## config.mk

```make
export PLATFORM = sky130hd
export DESIGN_NAME = matmul_result_drain
export DESIGN_NICKNAME = d
export VERILOG_FILES = /design/src/rtl/matmul_pkg.sv /design/src/rtl/matmul_result_drain_sat_shift.sv /design/src/rtl/matmul_result_drain.sv
export SDC_FILE = /design/constraint.sdc
export NUM_CORES = 1
export LEC_CHECK = 0
export CAP_MARGIN = 10
export CORE_MARGIN = 2
export CORE_UTILIZATION = 32
export CTS_BUF_LIST = sky130_fd_sc_hd__clkbuf_2 sky130_fd_sc_hd__clkbuf_4 sky130_fd_sc_hd__clkbuf_8
export DETAILED_ROUTE_END_ITERATION = 10
export GPL_TIMING_DRIVEN = 0
export PLACE_DENSITY_LB_ADDON = 0.12
export SLEW_MARGIN = 5
export SYNTH_ARGS = -nofsm -noshare
export SYNTH_HDL_FRONTEND = slang
export SYNTH_SLANG_ARGS = --single-unit
```

## constraint.sdc

```tcl
create_clock -name clk -period 3 [get_ports clk]
set_input_delay 0.6 -clock clk [delete_from_list [all_inputs] [get_ports clk]]
set_output_delay 0.6 -clock clk [all_outputs]
set_load 0.02 [all_outputs]
```

## src/rtl/matmul_pkg.sv

```systemverilog
// Shared types and defaults for the matmul result drain path.
package matmul_pkg;

  localparam int ACC_WIDTH = 16;
  localparam int SAT_CNT_W = 16;

  typedef enum logic {
    IDLE  = 1'b0,
    DRAIN = 1'b1
  } drain_state_t;

endpackage

```

## src/rtl/matmul_result_drain_sat_shift.sv

```systemverilog
// Arithmetic right shift followed by a signed clamp into the output width.
module sat_shift #(
  parameter int ACC_WIDTH = 16,
  parameter int OUT_WIDTH = 8,
  parameter int SHIFT     = 0
) (
  input  logic signed [ACC_WIDTH-1:0] acc,
  output logic signed [OUT_WIDTH-1:0] res,
  output logic                        sat
);

  localparam logic signed [ACC_WIDTH-1:0] MAX_V = ACC_WIDTH'((1 << (OUT_WIDTH-1)) - 1);
  localparam logic signed [ACC_WIDTH-1:0] MIN_V = ~MAX_V;

  logic signed [ACC_WIDTH-1:0] shifted;

  always_comb begin
    shifted = acc >>> SHIFT;
    res     = shifted[OUT_WIDTH-1:0];
    sat     = 1'b0;
    if (shifted > MAX_V) begin
      res = MAX_V[OUT_WIDTH-1:0];
      sat = 1'b1;
    end else if (shifted < MIN_V) begin
      res = MIN_V[OUT_WIDTH-1:0];
      sat = 1'b1;
    end
  end

endmodule

```

## src/rtl/matmul_result_drain.sv

```systemverilog
// Captures a packed result vector and streams it out one scaled, saturated
// element per handshake, counting how many elements clamped.
module matmul_result_drain #(
  parameter int N_ELEM    = 4,
  parameter int ACC_WIDTH = matmul_pkg::ACC_WIDTH,
  parameter int OUT_WIDTH = 8,
  parameter int SHIFT     = 0,
  parameter int IDX_W     = (N_ELEM > 1) ? $clog2(N_ELEM) : 1
) (
  input  logic                               clk,
  input  logic                               rst,
  input  logic                               in_valid,
  output logic                               in_ready,
  input  logic [N_ELEM*ACC_WIDTH-1:0]        in_data,
  output logic                               out_valid,
  input  logic                               out_ready,
  output logic [OUT_WIDTH-1:0]               out_data,
  output logic [IDX_W-1:0]                   out_idx,
  output logic                               out_last,
  input  logic                               sat_clear,
  output logic [matmul_pkg::SAT_CNT_W-1:0]   sat_cnt
);

  localparam logic [IDX_W-1:0] LAST_IDX = IDX_W'(N_ELEM - 1);
  localparam logic [matmul_pkg::SAT_CNT_W-1:0] SAT_MAX = '1;

  matmul_pkg::drain_state_t state;
  logic [N_ELEM-1:0][ACC_WIDTH-1:0] bank;
  logic elem_sat;
  logic capture;
  logic out_hs;

  assign out_hs   = out_valid && out_ready;
  assign out_last = (state == matmul_pkg::DRAIN) && (out_idx == LAST_IDX);
  // The final handshake frees the bank, so a new vector may land the same cycle.
  assign in_ready = (state == matmul_pkg::IDLE) || (out_hs && out_last);
  assign capture  = in_valid && in_ready;

  sat_shift #(
    .ACC_WIDTH (ACC_WIDTH),
    .OUT_WIDTH (OUT_WIDTH),
    .SHIFT     (SHIFT)
  ) u_sat_shift (
    .acc (bank[out_idx]),
    .res (out_data),
    .sat (elem_sat)
  );

  always_ff @(posedge clk or posedge rst) begin
    if (rst) begin
      state     <= matmul_pkg::IDLE;
      out_valid <= 1'b0;
      out_idx   <= '0;
      bank      <= '0;
    end else if (capture) begin
      state     <= matmul_pkg::DRAIN;
      out_valid <= 1'b1;
      out_idx   <= '0;
      bank      <= in_data;
    end else if (out_hs) begin
      if (out_last) begin
        state     <= matmul_pkg::IDLE;
        out_valid <= 1'b0;
        out_idx   <= '0;
      end else begin
        out_idx <= out_idx + 1'b1;
      end
    end
  end

  always_ff @(posedge clk or posedge rst) begin
    if (rst) begin
      sat_cnt <= '0;
    end else if (sat_clear) begin
      sat_cnt <= '0;
    end else if (out_hs && elem_sat && (sat_cnt != SAT_MAX)) begin
      sat_cnt <= sat_cnt + 1'b1;
    end
  end

endmodule

```

After elaboration in Yosys (flattened, before gate mapping):

Index checks and enable logic that the tools add are counted.

* input bits: 69
* logic and storage cells: 40
* register bits after elaboration: 83
* output and inout bits: 29

* $add $sub $neg: 2
* $lt $le $gt $ge: 3
* bitwise operators: 1
* equality and inequality tests: 2
* reductions and logical operators: 11
* muxes and demuxes: 14

Operators by type and width (count)
* 2-to-1 mux 16 bit: 3
* binary-select mux 16 bit (select 2 bit): 1
* adder 16 x 1 -> 16 bit, second input constant: 1
* greater-than comparator 16 x 8 -> 1 bit, second input constant: 1
* less-than comparator 16 x 8 -> 1 bit, second input constant: 1
* 2-to-1 mux 8 bit: 2
* inequality test 16 bit, second input constant: 1
* logical AND 1 bit: 6
* 2-to-1 mux 2 bit: 3
* nonzero test 2 bit: 3
* 2-to-1 mux 1 bit: 5
* less-than comparator 2 x 3 -> 1 bit, second input constant: 1
* adder 2 x 1 -> 2 bit, second input constant: 1
* == test 2 bit, second input constant: 1
* AND reduction 2 bit: 1
* logical OR 1 bit: 1
* NOT 1 bit: 1

Logic depth before layout (Yosys ltp):

Gate-level depths: netlist of the first run.

* word-level depth: 9
* mapped depth: 9
* depth with buffers taken out: 7

Cells and area by module:

Synthesis of the first run repeated with hierarchy kept, for this count alone.

* cells, all modules: 296
* area, all modules: 3997.6 um2

Modules (own cells, without submodules)
* matmul_result_drain: times used 1, cells an instance 271, area an instance 3817.4 um2, seq. area each 2077.0 um2
* sat_shift: times used 1, cells an instance 25, area an instance 180.2 um2, seq. area each 0.0 um2

Least setup slack after synthesis of the first run:

No wires, ideal clock.

* kind: register -> output
* start point: register out_idx[1]
* end point: output port out_data[0]
* required time: 2.400 ns
* stages on the path, launching flop included: 7
* path slack: 0.277 ns
* arrival time: 2.123 ns
* cell sequence: dfrtp_1 -> buf_4 -> mux4_2 -> nor4_1 -> a21o_1 -> buf_2 -> a21boi_1

* cells in the longest elaborated chain, start to end: 5
* elaborated cells on any way between the ends: 6

Ends and longest elaborated chain
* from (decl): RTL line matmul_result_drain.sv:18 `output logic [IDX_W-1:0] out_idx,`
* from (signal assigned): RTL line matmul_result_drain.sv:66 `out_idx <= out_idx + 1'b1;`
* binary-select mux 16 bit (select 2 bit) (*): RTL line matmul_result_drain.sv:44 `.acc (bank[out_idx]),`
* 2-to-1 mux 16 bit (not written as such) (*): RTL line matmul_result_drain.sv:44
* less-than comparator 16 x 8 -> 1 bit: RTL line matmul_result_drain_sat_shift.sv:24 `end else if (shifted < MIN_V) begin`
* 2-to-1 mux 8 bit: RTL line matmul_result_drain_sat_shift.sv:24
* 2-to-1 mux 8 bit (*): RTL line matmul_result_drain_sat_shift.sv:21 `if (shifted > MAX_V) begin`
* to (decl): RTL line matmul_result_drain.sv:17 `output logic [OUT_WIDTH-1:0] out_data,`

Mark *: on every way between the ends. The rest lies on a longest branch, timed or not. The select of a mux whose other input is x is not followed.

Worst setup path after layout of the first run:

* start point: register out_idx[0]
* end point: output port out_data[6]

Same word-level chain as after synthesis.

==> impl_results.md, run 1 <==
- Result of the run: complete, no violations
- Most frequent cells in the layout: sky130_fd_sc_hd__clkdlybuf4s50_1 (89), sky130_fd_sc_hd__dfrtp_1 (83), sky130_fd_sc_hd__mux2_2 (64), sky130_fd_sc_hd__nand2_1 (20), sky130_fd_sc_hd__mux4_2 (16)
- Area growth from synthesis to final layout: 40.3%
- Arrival time reported for the critical path endpoint: 2350 ps
- Global router's overall resource usage: 0.162
- Largest net degree at the start of global routing: 45
- Clock latency on the worst-skew pair: between 300 and 400 ps
- Worst Hold End: bank[14]$_DFFE_PP0P_
- Final cell area excluding filler cells: ~5500 um2
- Cell depth of the worst flop-to-flop path: 9
- Vias in the first global route: 2,975
- Number of levels the H-tree was split into: 3
- Setup CP Type: flop to output port
- Post-route insts no fill: between 500 and 600
- Areal power density over the cells: approximately 990 nW/um2
- Met1 layer wirelength in the final routing: 4370 um
- Die Footprint: 13,200 um2
- Sequential area share after synthesis: 0.527
- Max-slew violations: 0
- NumNets Final: approximately 490
- Count of filler cells inserted in the layout: 1,156
- Global-route wire length before repair: 16,000 um
- Setup Skew: 10.1 ps
- HPWL reported at the end of detailed placement: 7080 um
- Clock Pin Slew Worst Setup and Hold Paths: 80 ps
- Effective utilization at floorplan: 0.328
- Count of mapped cells out of synthesis: between 200 and 300
- Post-synthesis cell type count: 36
- Cts bufs inserted: 9
- Min Tclk post-route: just under 3000 ps
- Final setup violation count: 0
- Detailed Routing Iterations Pass 1: 4
- Post-Place Cells: 540
- CP Launch Type: flop
- Cell depth of the worst hold path: 1
- Syn_area_per_cell: 13.3 um2
- Maximum vdd drop: 0.505 mV
- Worst-case hold slack: 506 ps
- Reported leakage power: 2.27 nW
- Maximum count of clock buffers along a single path: 2
- DRC violations left: 0
- Summed instance area of the synthesized netlist: about 3900 um2
- Final hold viol count: 0
- Reg-to-Reg End: sat_cnt[11]$_DFFE_PP0P_
- Sinks on Clock Net: 83
- Startpoint of the worst register-to-register path: out_idx[0]$_DFFE_PP0P_
- Metal3 WL: 484 um
- GPL Wtd Cong: 0.902
- Gr ovfl total: 0
- Total placed instance area: 5120 um2
- Sequential cell area: 2080 um2
- Number of antenna cells inserted: 0
- DR iter-0 viols: 98
- Sum of routed wire length over all layers: ~9800 um
- Clock Tree Root: sky130_fd_sc_hd__clkbuf_8
- Chip Width: 115 um
- Max Clock Freq: about 340 MHz
- Worst-margin pin slew: around 770 ps
- Final worst-path cycle share: 0.983
- Critical Path RT: 2400 ps
- Fraction of layout cells with a size suffix above 1: 0.317
- Setup repair after global routing missed its margin: yes
- Type of element capturing the critical path: output port
- Floorplan row count: 40
- Tightest slew margin relative to the limit: 0.488
- Largest driver fanout on the critical path: 7
- Post-Synthesis Net Count: 367
- Top-Level Pins: 98
- Initial antenna violation count: 0
- Yosys warning total: 0
- CORE AREA: roughly 12,000 um2
- Final sum of negative setup slack: 0 ps
- CTS tree: built
- Leading cell type in the layout, fill and taps excluded: sky130_fd_sc_hd__clkdlybuf4s50_1
- Area used by multi-input combinational logic: around 1800 um2
- Hold path startpoint: bank[14]$_DFFE_PP0P_
- Remaining antenna violation count after routing: 0
- Worst-case register-to-register setup slack: between 200 and 250 ps
- Vias after detailed routing: 2,824
- Via/cell ratio: approximately 5
- Hold Path Class: flop to flop
- Met2 Routed Length: 4770 um
- Number of buffers added on ports: 96
- Average wire length per cell after detail routing: 17.3 um
- Uppermost routed layer: met4
- Chip height: 115 um
- Seq cells post-synth: 83
- Count of max-cap constraint violations: 0
sequential cells by signal, summed over array words and instances, names as in the netlist:
name and cells:
bank 64, state 1, out_idx 2, sat_cnt 16
cells in the mapped netlist:
cell,n,area share
sky130_fd_sc_hd__nand2_1,23,0.022
sky130_fd_sc_hd__nand3_1,9,0.011
sky130_fd_sc_hd__o311ai_2,1,0.0041
sky130_fd_sc_hd__mux2i_1,2,0.0051
sky130_fd_sc_hd__o31ai_1,1,0.0019
sky130_fd_sc_hd__nor2_1,15,0.014
sky130_fd_sc_hd__and3_1,5,0.0079
sky130_fd_sc_hd__buf_2,2,0.0025
sky130_fd_sc_hd__or3_1,3,0.0048
sky130_fd_sc_hd__a221o_1,1,0.0025
sky130_fd_sc_hd__a32oi_1,1,0.0022
sky130_fd_sc_hd__or4_1,3,0.0057
sky130_fd_sc_hd__mux2_2,64,0.18
sky130_fd_sc_hd__o21ai_0,4,0.0051
sky130_fd_sc_hd__mux2_1,1,0.0029
sky130_fd_sc_hd__a2111oi_0,5,0.011
sky130_fd_sc_hd__a21o_1,1,0.0019
sky130_fd_sc_hd__a211oi_1,5,0.0095
sky130_fd_sc_hd__ha_1,2,0.0063
sky130_fd_sc_hd__a22o_1,1,0.0022
sky130_fd_sc_hd__a21oi_1,4,0.0051
sky130_fd_sc_hd__dfrtp_1,83,0.53
sky130_fd_sc_hd__nand2b_1,1,0.0016
sky130_fd_sc_hd__mux4_2,16,0.091
sky130_fd_sc_hd__nor2b_1,2,0.0032
sky130_fd_sc_hd__o21ai_2,1,0.0022
sky130_fd_sc_hd__buf_4,2,0.0038
sky130_fd_sc_hd__and2_1,1,0.0016
sky130_fd_sc_hd__nor4_1,2,0.0032
sky130_fd_sc_hd__xnor2_1,10,0.022
sky130_fd_sc_hd__or2_2,1,0.0016
sky130_fd_sc_hd__nand4_1,4,0.0063
sky130_fd_sc_hd__clkbuf_1,10,0.0095
sky130_fd_sc_hd__inv_1,6,0.0057
sky130_fd_sc_hd__buf_6,2,0.0057
sky130_fd_sc_hd__a21boi_1,2,0.0038
report_power, final:
part	internal (W)	switching [W]	leakage, nW
Clock	0.000485	0.000404	0.106
Combinational	0.00153	0.00124	1.14
Sequential	0.00158	0.000231	1.02
final cells by class:
class | instances | area share
Buffer | 15 | 0.0197
Clock buffer | 11 | 0.0251
Clock inverter | 4 | 0.0138
Inverter | 6 | 0.00452
Multi-Input combinational cell | 191 | 0.332
Sequential cell | 83 | 0.376
Tap cell | 147 | 0.0333
Timing Repair Buffer | 109 | 0.196
critical path: stages (launching register included):
cell and delay (ps):
sky130_fd_sc_hd__dfrtp_1 390, sky130_fd_sc_hd__buf_8 150, sky130_fd_sc_hd__mux4_2 550, sky130_fd_sc_hd__nor4_4 370, sky130_fd_sc_hd__a21o_4 210, sky130_fd_sc_hd__buf_6 130
sky130_fd_sc_hd__nand2_2 60, sky130_fd_sc_hd__buf_6 130
worst max path at each step:
stage | start | to | slack [ps]
floorplan | rst | bank[0]$_DFFE_PP0P_ | 260
global placement | rst | bank[16]$_DFFE_PP0P_ | -1230
detailed placement | out_idx[1]$_DFFE_PP0P_ | out_data[0] | -590
CTS | out_idx[1]$_DFFE_PP0P_ | out_data[0] | -5
global route | out_idx[0]$_DFFE_PP0P_ | out_data[6] | -60
finish | out_idx[0]$_DFFE_PP0P_ | out_data[6] | 50
kinds of logic after synthesis:
group / after synthesis / share of synthesized area
muxes: 83 / 0.282
xor gates and xnor gates: 10 / 0.0222
DFF: 83 / 0.527
AOI/OAI and AO/OA: 27 / 0.0517
buffers and inverters: 22 / 0.0273
adders and majority gates: 2 / 0.00635
and+or+nand+nor: 69 / 0.0835
per-stage QoR:
step	worst slack [ps]	util	power, W
floorplan	263	-	0.00332
global placement	-1230	0.424	0.00410
detailed placement	-587	0.426	0.00414
CTS	-5.37	0.454	0.00527
global route	-59.5	0.460	0.00581
finish	52.5	0.460	0.00547
per-layer routing:
metal	global-route usage	vias to the layer above
met4	0.0594	0
met3	0.0385	12
met1	0.208	1407
li1	-	1327
met5	0	-
met2	0.267	78
repair_timing:
action	4_1_cts	5_1_grt
pin swaps	4	2
hold buffers	0	0
endpoints found under the setup margin	7	7
setup buffers	12	0
gates resized for setup	40	24
endpoints found under the hold margin	0	0
Note: power is estimated with default switching activity, not from simulation.
==> run 2: changes to the inputs <==
--- a/config.mk
+++ b/config.mk
@@ -7,7 +7,7 @@
 export LEC_CHECK = 0
 export CAP_MARGIN = 10
 export CORE_MARGIN = 2
-export CORE_UTILIZATION = 32
+export CORE_UTILIZATION = 51
 export CTS_BUF_LIST = sky130_fd_sc_hd__clkbuf_2 sky130_fd_sc_hd__clkbuf_4 sky130_fd_sc_hd__clkbuf_8
 export DETAILED_ROUTE_END_ITERATION = 10
 export GPL_TIMING_DRIVEN = 0
==> impl_results.md, run 2 (synthesis gave the netlist of run 1 again) <==
- Result of the run: complete, no violations
- Seq pwr share: 0.350
- Clock Tree Root: sky130_fd_sc_hd__clkbuf_8
- CTS tree: built
- Tightest slew margin relative to the limit: 0.521
- Worst-case register-to-register setup slack: around 240 ps
- Top-Level Pins: 98
- Remaining antenna violation count after routing: 0
- Post-route insts no fill: approximately 520
- Sum of routed wire length over all layers: 9010 um
- Worst-margin pin slew: 719 ps
- Floorplan row count: 32
- Total placed instance area: 5060 um2
- Chip Width: 91.9 um
- Most frequent cells in the layout: sky130_fd_sc_hd__clkdlybuf4s50_1 (89), sky130_fd_sc_hd__dfrtp_1 (83), sky130_fd_sc_hd__mux2_2 (64), sky130_fd_sc_hd__nand2_1 (22), sky130_fd_sc_hd__mux4_2 (16)
- Leading cell type in the layout, fill and taps excluded: sky130_fd_sc_hd__clkdlybuf4s50_1
- Count of filler cells inserted in the layout: 532
- Max-slew violations: 0
- Type of element capturing the critical path: output port
- Final sum of negative setup slack: 0 ps
- Top register by number of flip-flops: bank
- Largest net degree at the start of global routing: 58
- Worst-case setup margin in the final layout: between 30 and 40 ps
- Via/cell ratio: ~5.5
- Comb power frac: 0.508
- CP Launch Type: flop
- Detailed Routing Iterations Pass 1: 4
- HPWL reported at the end of detailed placement: around 6400 um
- Initial antenna violation count: 0
- Switching Share: 0.351
- Areal power density over the cells: between 900 and 1000 nW/um2
- Global router's overall resource usage: 0.228
- Final setup violation count: 0
- Number of buffers added on ports: 96
- Clock Pin Slew Worst Setup and Hold Paths: ~80 ps
- Setup repair after global routing missed its margin: yes
- Max Clock Freq: about 340 MHz
- Vias in the first global route: 2,983
- Final cell area excluding filler cells: 5400 um2
- Fraction of layout cells with a size suffix above 1: 0.313
- Critical Path RT: 2400 ps
- Maximum count of clock buffers along a single path: 2
- Die Footprint: 8450 um2
- Largest driver fanout on the critical path: 8
- Effective utilization at floorplan: 0.518
- Setup CP Type: flop to output port
- GPL Wtd Cong: 0.902
- Chip height: between 90 and 100 um
- Global-route wire length before repair: 14,700 um
- Portion of total power attributed to the clock network: 0.142
- Clock latency on the worst-skew pair: around 350 ps
- Post-Place Cells: 495
- Worst-case hold slack: 508 ps
- Internal power: 0.00336 W
- Average wire length per cell after detail routing: 17.2 um
- Vias after detailed routing: 2,868
- Switching power summed over all nets: 0.00182 W
- NumNets Final: 488
- Max FFs per register: 64
- Min Tclk post-route: 2970 ps
- Area growth from synthesis to final layout: 36.9%
- Hold Path Class: flop to flop
- Reported leakage power: between 2 and 2.5 nW
- Number of antenna cells inserted: 0
- Number of levels the H-tree was split into: 3
- Maximum vdd drop: just over 0.5 mV
- Count of max-cap constraint violations: 0
- Gr ovfl total: 0
- CORE AREA: around 7600 um2
- DR iter-0 viols: 122
- Final hold viol count: 0
- DRC violations left: 0
- Sinks on Clock Net: between 80 and 90
- Final worst-path cycle share: 0.989
- Setup Skew: 7.98 ps
- Pre-CTS worst setup slack: -460 ps
- Top Registers: bank: 64 flops, sat_cnt: 16 flops, out_idx: 2 flops
- Arrival time reported for the critical path endpoint: ~2400 ps
- Cts bufs inserted: 9
## run 2: cell count changes in the layout (fill, tap and decap cells not counted), moves of 2 or more
cell / change
sky130_fd_sc_hd__buf_6: -2
sky130_fd_sc_hd__a21boi_1: +2
sky130_fd_sc_hd__buf_2: +4
sky130_fd_sc_hd__bufinv_16: -2
sky130_fd_sc_hd__clkbuf_8: +2
sky130_fd_sc_hd__buf_8: -3
sky130_fd_sc_hd__nand2_1: +2
sky130_fd_sc_hd__clkbuf_4: -2
sky130_fd_sc_hd__clkinv_2: +4
## run 2: area by class of cell
type | instances | area (um2) | area share
inverters | 6 | 25.0 | 0.00464
flip-flops and latches | 83 | 2080 | 0.385
clock inverters | 5 | 27.5 | 0.00510
repair buffers | 111 | 1070 | 0.199
clock buffers | 11 | 151 | 0.0280
plain buffers | 15 | 106 | 0.0197
multi-input cells | 191 | 1810 | 0.335
well taps | 102 | 128 | 0.0236
## run 2: layer usage
layer / part of all wire / up-vias / track usage
met5: 0 / - / 0
met2: 0.51 / 82 / 0.395
met1: 0.42 / 1438 / 0.292
met4: 0.016 / 0 / 0.0796
met3: 0.050 / 12 / 0.0378
li1: - / 1336 / -
## run 2: power groups by stage
stage                     combinational [W]  clock (W)  sequential, W
final                               0.00263   0.000735        0.00181
after global routing                0.00282   0.000800        0.00187
after CTS                           0.00256   0.000745        0.00181
after detailed placement            0.00227          0        0.00184
after global placement              0.00222          0        0.00182
after floorplan                     0.00154          0        0.00179
## run 2: through the flow
step	power, W	utilization
after floorplan	0.00332	-
after global placement	0.00404	0.661
after detailed placement	0.00411	0.665
after CTS	0.00512	0.706
after global routing	0.00549	0.710
final	0.00518	0.710
## run 2: repair_timing
action                                 4_1_cts  5_1_grt
pin swaps                                    3        3
gates resized for setup                     39        8
hold buffers                                 0        0
endpoints found under the hold margin        0        0
setup endpoints to repair                    7        7
setup buffers                               13        1
## run 2: final timing paths
kind | start | end | cells after the start
max | out_idx[1]$_DFFE_PP0P_ | out_data[2] | 7
min | bank[12]$_DFFE_PP0P_ | bank[12]$_DFFE_PP0P_ | 1
max reg2reg | out_idx[0]$_DFFE_PP0P_ | sat_cnt[11]$_DFFE_PP0P_ | 9
min reg2reg | bank[12]$_DFFE_PP0P_ | bank[12]$_DFFE_PP0P_ | 1
max in group asynchronous | rst | sat_cnt[14]$_DFFE_PP0P_ | 3
min in group asynchronous | rst | sat_cnt[4]$_DFFE_PP0P_ | 2
## run 2: critical path, stage by stage, from the launching register on
cell	delay [ps]
sky130_fd_sc_hd__dfrtp_1	380
sky130_fd_sc_hd__buf_6	170
sky130_fd_sc_hd__mux4_2	570
sky130_fd_sc_hd__nor4_4	310
sky130_fd_sc_hd__a21o_4	220
sky130_fd_sc_hd__buf_4	140
sky130_fd_sc_hd__a21boi_1	70
sky130_fd_sc_hd__buf_2	160
==> RTL edit 1 (flow settings as in run 2) <==
Make the reset (`rst`) synchronous in 2 clocked blocks.
--- a/src/rtl/matmul_result_drain.sv
+++ b/src/rtl/matmul_result_drain.sv
@@ -48,3 +48,3 @@
 
-  always_ff @(posedge clk or posedge rst) begin
+  always_ff @(posedge clk) begin
     if (rst) begin
@@ -70,3 +70,3 @@
 
-  always_ff @(posedge clk or posedge rst) begin
+  always_ff @(posedge clk) begin
     if (rst) begin
Formal check against the unedited RTL: differs if rst is asserted again (counterexample within 4 cycles, from zero or initial values and one cycle with rst high); with rst held inactive, the same outputs for 10 cycles.
==> RTL edit 1 against run 2 <==
  * Sequential cell count unchanged
  * Via count increased by 27%
  * Global-route usage increased by 5.5 points
  * Area after synthesis decreased by 8.3%
  * Synthesized cell count increased by 46%
  * Worst setup slack got worse by 0.0064 ns
  * Critical path depth increased by 1
  * Design area decreased by 7.7%
  * Wire length increased by 18%
  * Core utilization increased by 1.9 points
  * Critical path type unchanged
  * Highest routed layer unchanged
Power is not compared: it rests on default switching activity, and its combinational part moved more than twofold at a synthesized area within 25%.
==> RTL edit 1: results <==
[outcome]
status = finished, final reports clean

[power_and_ir_drop]
swShare_pct = 27.5
seq_power_w = 0.00118
p_comb_w = 0.000442
power.internal_w = 0.00177
p_leak_nw = 1.78
ir_drop_mv = 0.346

[grt]
grtUsageTotal_pct = 28.3
grt_max_degree = 15
met2_usage_pct = 49.3
grt_util_met1_pct = 34.3
grt_pass1_wl_mm = 16.7
antenna_found_initial = 0
grtUsageMet3_pct = 7.45

[setup_path]
crit_arrival_ns = 2.37
cp-endpoint = out_data[6]
r2r-end = sat_cnt[4]
reg2reg_slack_ns = 0.06
cpLargestDelayFamily = multiplexers
startpoint = out_idx[0]
max_stage_delay_ns = 0.54
slowest_stage = mux4_2
ff2ff_path_depth = 10
path_max_fanout = 7

[cells_and_area]
fillers = 547
antenna_cells = 0
nNetsFinal = 616
drive_gt1_share_pct = 10.2
reg.largest.list = bank x64, sat_cnt x16, out_idx x2

[sta]
max-slew-margin-rel_pct = 60.3
clock_skew_ns = 0.00896
min_period_ns = 2.97

[detailed_routing]
dr.pass1.iters = 6
wl_met1_mm = 4.28
wl_met2_mm = 5.28
vias = 3646
wl_met3_um = 954
totalWireLength_mm = 10.6
highest_layer = met4
drt_iter0_markers = 193

[clocking]
clock_latency_ns = 0.37
h-tree-depth = 3
clk_pin_slew_ns = 0.08
cts_root_buf = clkbuf_8

[placement]
numPortBuffers = 96
hpwlAfterDp_mm = 7.47
gp_congestion = 0.850
pre_cts_slack_ns = -0.408
post_dp_cell_area_sq_um = 4690

[synth]
synth_warnings = 0
synthArstFlopShare_pct = 0
synth_cell_types = 36
ys.flop_type = dfxtp_1
synthTopCellsByArea = dfxtp_1 46%, nand2_1 15%, a21oi_1 11%
ys_seq_area_share_pct = 46.0
syn_nets = 503
synth_common_cells = 142 x nand2_1, 83 x dfxtp_1, 78 x a21oi_1

[hold_path]
hold_class = flip-flop to flip-flop
[RTL edit 1: changes by cell type in the layout (fill, tap and decap cells not counted), sizes merged, moves of 11 or more]
cell,delta
nand2,+119
mux2,-65
a21oi,+74
clkbuf,+11
dfxtp,+83
dfrtp,-83
[RTL edit 1: layout make-up]
cell class	instances	area, sq um	share of cell area [%]
Buffer	28	149	2.99
Multi-Input combinational cell	319	1850	37.1
Tap cell	96	120	2.41
Inverter	2	7.51	0.151
Sequential cell	83	1670	33.5
Timing Repair Buffer	102	987	19.8
Clock inverter	6	65.1	1.31
Clock buffer	10	138	2.76
[RTL edit 1: stage by stage]
stage / util, % / instances / TNS, ns
2_1_floorplan: - / 432 / 0
3_3_place_gp: 68.7 / 624 / -1.76
3_5_place_dp: 68.7 / 624 / -2.47
4_1_cts: 72.3 / 644 / 0
5_1_grt: 72.9 / 646 / -0.351
6_report: 72.9 / 646 / 0
[RTL edit 1: how the worst min path moves through the flow]
| stage | to | slack [ns] | cells past startpoint | start |
|---|---|---|---|---|
| after global routing | bank[60] | 0.47 | 2 | bank[60] |
| final | bank[15] | 0.46 | 2 | bank[15] |
| after global placement | bank[9] | 0.44 | 2 | bank[9] |
| after detailed placement | bank[32] | 0.44 | 2 | bank[32] |
| after CTS | bank[32] | 0.46 | 2 | bank[32] |
| after floorplan | bank[16] | 0.43 | 2 | bank[16] |
[RTL edit 1: logic make-up after synthesis]
group           share of synthesized area [%]
xor+xnor                                0.485
mux                                      11.3
buf+inv                                  3.88
flops                                    46.0
simple gates                             23.1
compound gates                           14.6
fa+ha+maj                               0.692
[RTL edit 1: timing repair]
item | in CTS | in global routing
pin swaps | 3 | 12
cloned | 1 | 0
endpoints found under the setup margin | 7 | 7
endpoints found under the hold margin | 0 | 0
buffers inserted | 3 | 2
resized for setup | 39 | 17
==> RTL edit 2 (config.mk and constraints of run 2) <==
Without the edit above. `ACC_WIDTH` is set to 16 in 2 places; all go to 12.
--- a/src/rtl/matmul_pkg.sv
+++ b/src/rtl/matmul_pkg.sv
@@ -3,3 +3,3 @@
 
-  localparam int ACC_WIDTH = 16;
+  localparam int ACC_WIDTH = 12;
   localparam int SAT_CNT_W = 16;
--- a/src/rtl/matmul_result_drain_sat_shift.sv
+++ b/src/rtl/matmul_result_drain_sat_shift.sv
@@ -2,3 +2,3 @@
 module sat_shift #(
-  parameter int ACC_WIDTH = 16,
+  parameter int ACC_WIDTH = 12,
   parameter int OUT_WIDTH = 8,
Interface: changed (resized in_data); port bits go from 98 to 82. No check against the original RTL was run, so the function may have changed too.
==> RTL edit 2 against run 2 <==
  * Synthesized cell count decreased by 18%
  * Count of clock-buffer cells in the layout increased by 2
  * Sequential share of layout area is 0.15 points lower
  * Total power shrank 18%
  * Wire length shrank 22%
  * Via count down 20%
  * Sequential cell count is 16 lower
  * Cell count is 20% lower
  * Non-clock buffer count is 30 lower
  * Worst setup slack improved by 0.039 ns
  * Core utilization down 0.87 points
  * Area after synthesis down 18%
  * Design area shrank 19%
  * First-iteration DRC count shrank 8.2%
==> RTL edit 2: results <==
[sta]
holdWs_ns = 0.506
fmax_mhz = 341
worst_pin_slew_ns = 0.810
clock_skew_ns = 0.00689

[cells_and_area]
seq_share_pct = 38.3
num-multi-input-gates = 155
num-clock-buffers = 13
final-nonclk-buf-share_pct = 20.5
inv_count = 9
multi_input_area_share_pct = 33.6
drive_gt1_share_pct = 30.7
fillers = 434
nNonClkBuffers = 96
clock_area_share_pct = 4.61
fin_area_sq_um = 4370
nNetsFinal = 393

[setup_path]
crit_arrival_ns = 2.33
reg2reg_slack_ns = 0.35

[placement]
post_dp_cell_area_sq_um = 4140
dp.cells = 401
hpwlAfterDp_mm = 4.95
numPortBuffers = 80
gp_congestion = 0.791

[grt]
grt_pass1_wl_mm = 11.9
grtUsageTotal_pct = 22.0
grt_max_degree = 68
first_global_vias = 2441

[detailed_routing]
avgViaCountPerCell = 5.45
totalWireLength_mm = 7.05
drt_iter0_markers = 112
vias = 2285

[synth]
synthTopCellsByArea = dfrtp_1 52%, mux2_2 17%, mux4_2 8.3%
syn_nets = 299
ys_seq_area_share_pct = 51.8
ys_ff_latch = 67
synth_common_cells = 67 x dfrtp_1, 48 x mux2_2, 18 x nor2_1
synth_cell_types = 35
synth_cells = 244

[power_and_ir_drop]
ir_drop_mv = 0.641
p_leak_nw = 1.79

[clocking]
cts_setup_buffers = 3
cts-resized-gates = 37

[outcome]
status = finished, final reports clean
## RTL edit 2: cell count changes after synthesis, moves of 4 or more
cell,before,now
xnor2_1,10,14
mux4_2,16,12
nand2_1,23,12
dfrtp_1,83,67
mux2_2,64,48
a2111oi_0,5,0
nor4_2,0,7
clkbuf_1,10,5
a211oi_1,5,0
## RTL edit 2: cell families (layout without fill, tap and decap cells)
kind of cell             after synthesis  after routing  share of synthesized area, %
adder cells (fa/ha/maj)                2              2                         0.772
buffers and inverters                 22            120                          3.32
flip-flops                            67             67                          51.8
multiplexers                          62             62                          25.7
AO/OA/AOI/OAI                         13             13                          2.51
AND/OR/NAND/NOR                       64             64                          12.2
XOR/XNOR                              14             14                          3.79
## RTL edit 2: per-layer routing
layer / track usage, % / up-vias / wire [um]
li1: - / 1059 / -
met1: 27.2 / 1153 / 2960
met2: 37.7 / 62 / 3640
met3: 4.15 / 11 / 317
met4: 9.53 / 0 / 129
met5: 0 / - / 0
## RTL edit 2: worst min path at each step
| stage | start | to | cells after the start |
|---|---|---|---|
| after global routing | bank[26] | bank[26] | 1 |
| after detailed placement | bank[1] | bank[1] | 1 |
| final | bank[26] | bank[26] | 1 |
| after CTS | bank[25] | bank[25] | 1 |
| after global placement | bank[40] | bank[40] | 1 |
| after floorplan | bank[24] | bank[24] | 1 |
## RTL edit 2: report_power, final
part	switching (W)	internal (W)	leakage, nW
Combinational	0.000970	0.00107	0.853
Clock	0.000320	0.000442	0.106
Sequential	0.000191	0.00126	0.832
## RTL edit 2: worst max-delay path, stage by stage, from the launching register on
cell             delay (ns)
dfrtp_1                0.37
buf_6                  0.15
mux4_2                 0.55
nor4_4                 0.33
or2_4                  0.21
o21ai_0                0.11
clkdlybuf4s15_2        0.27
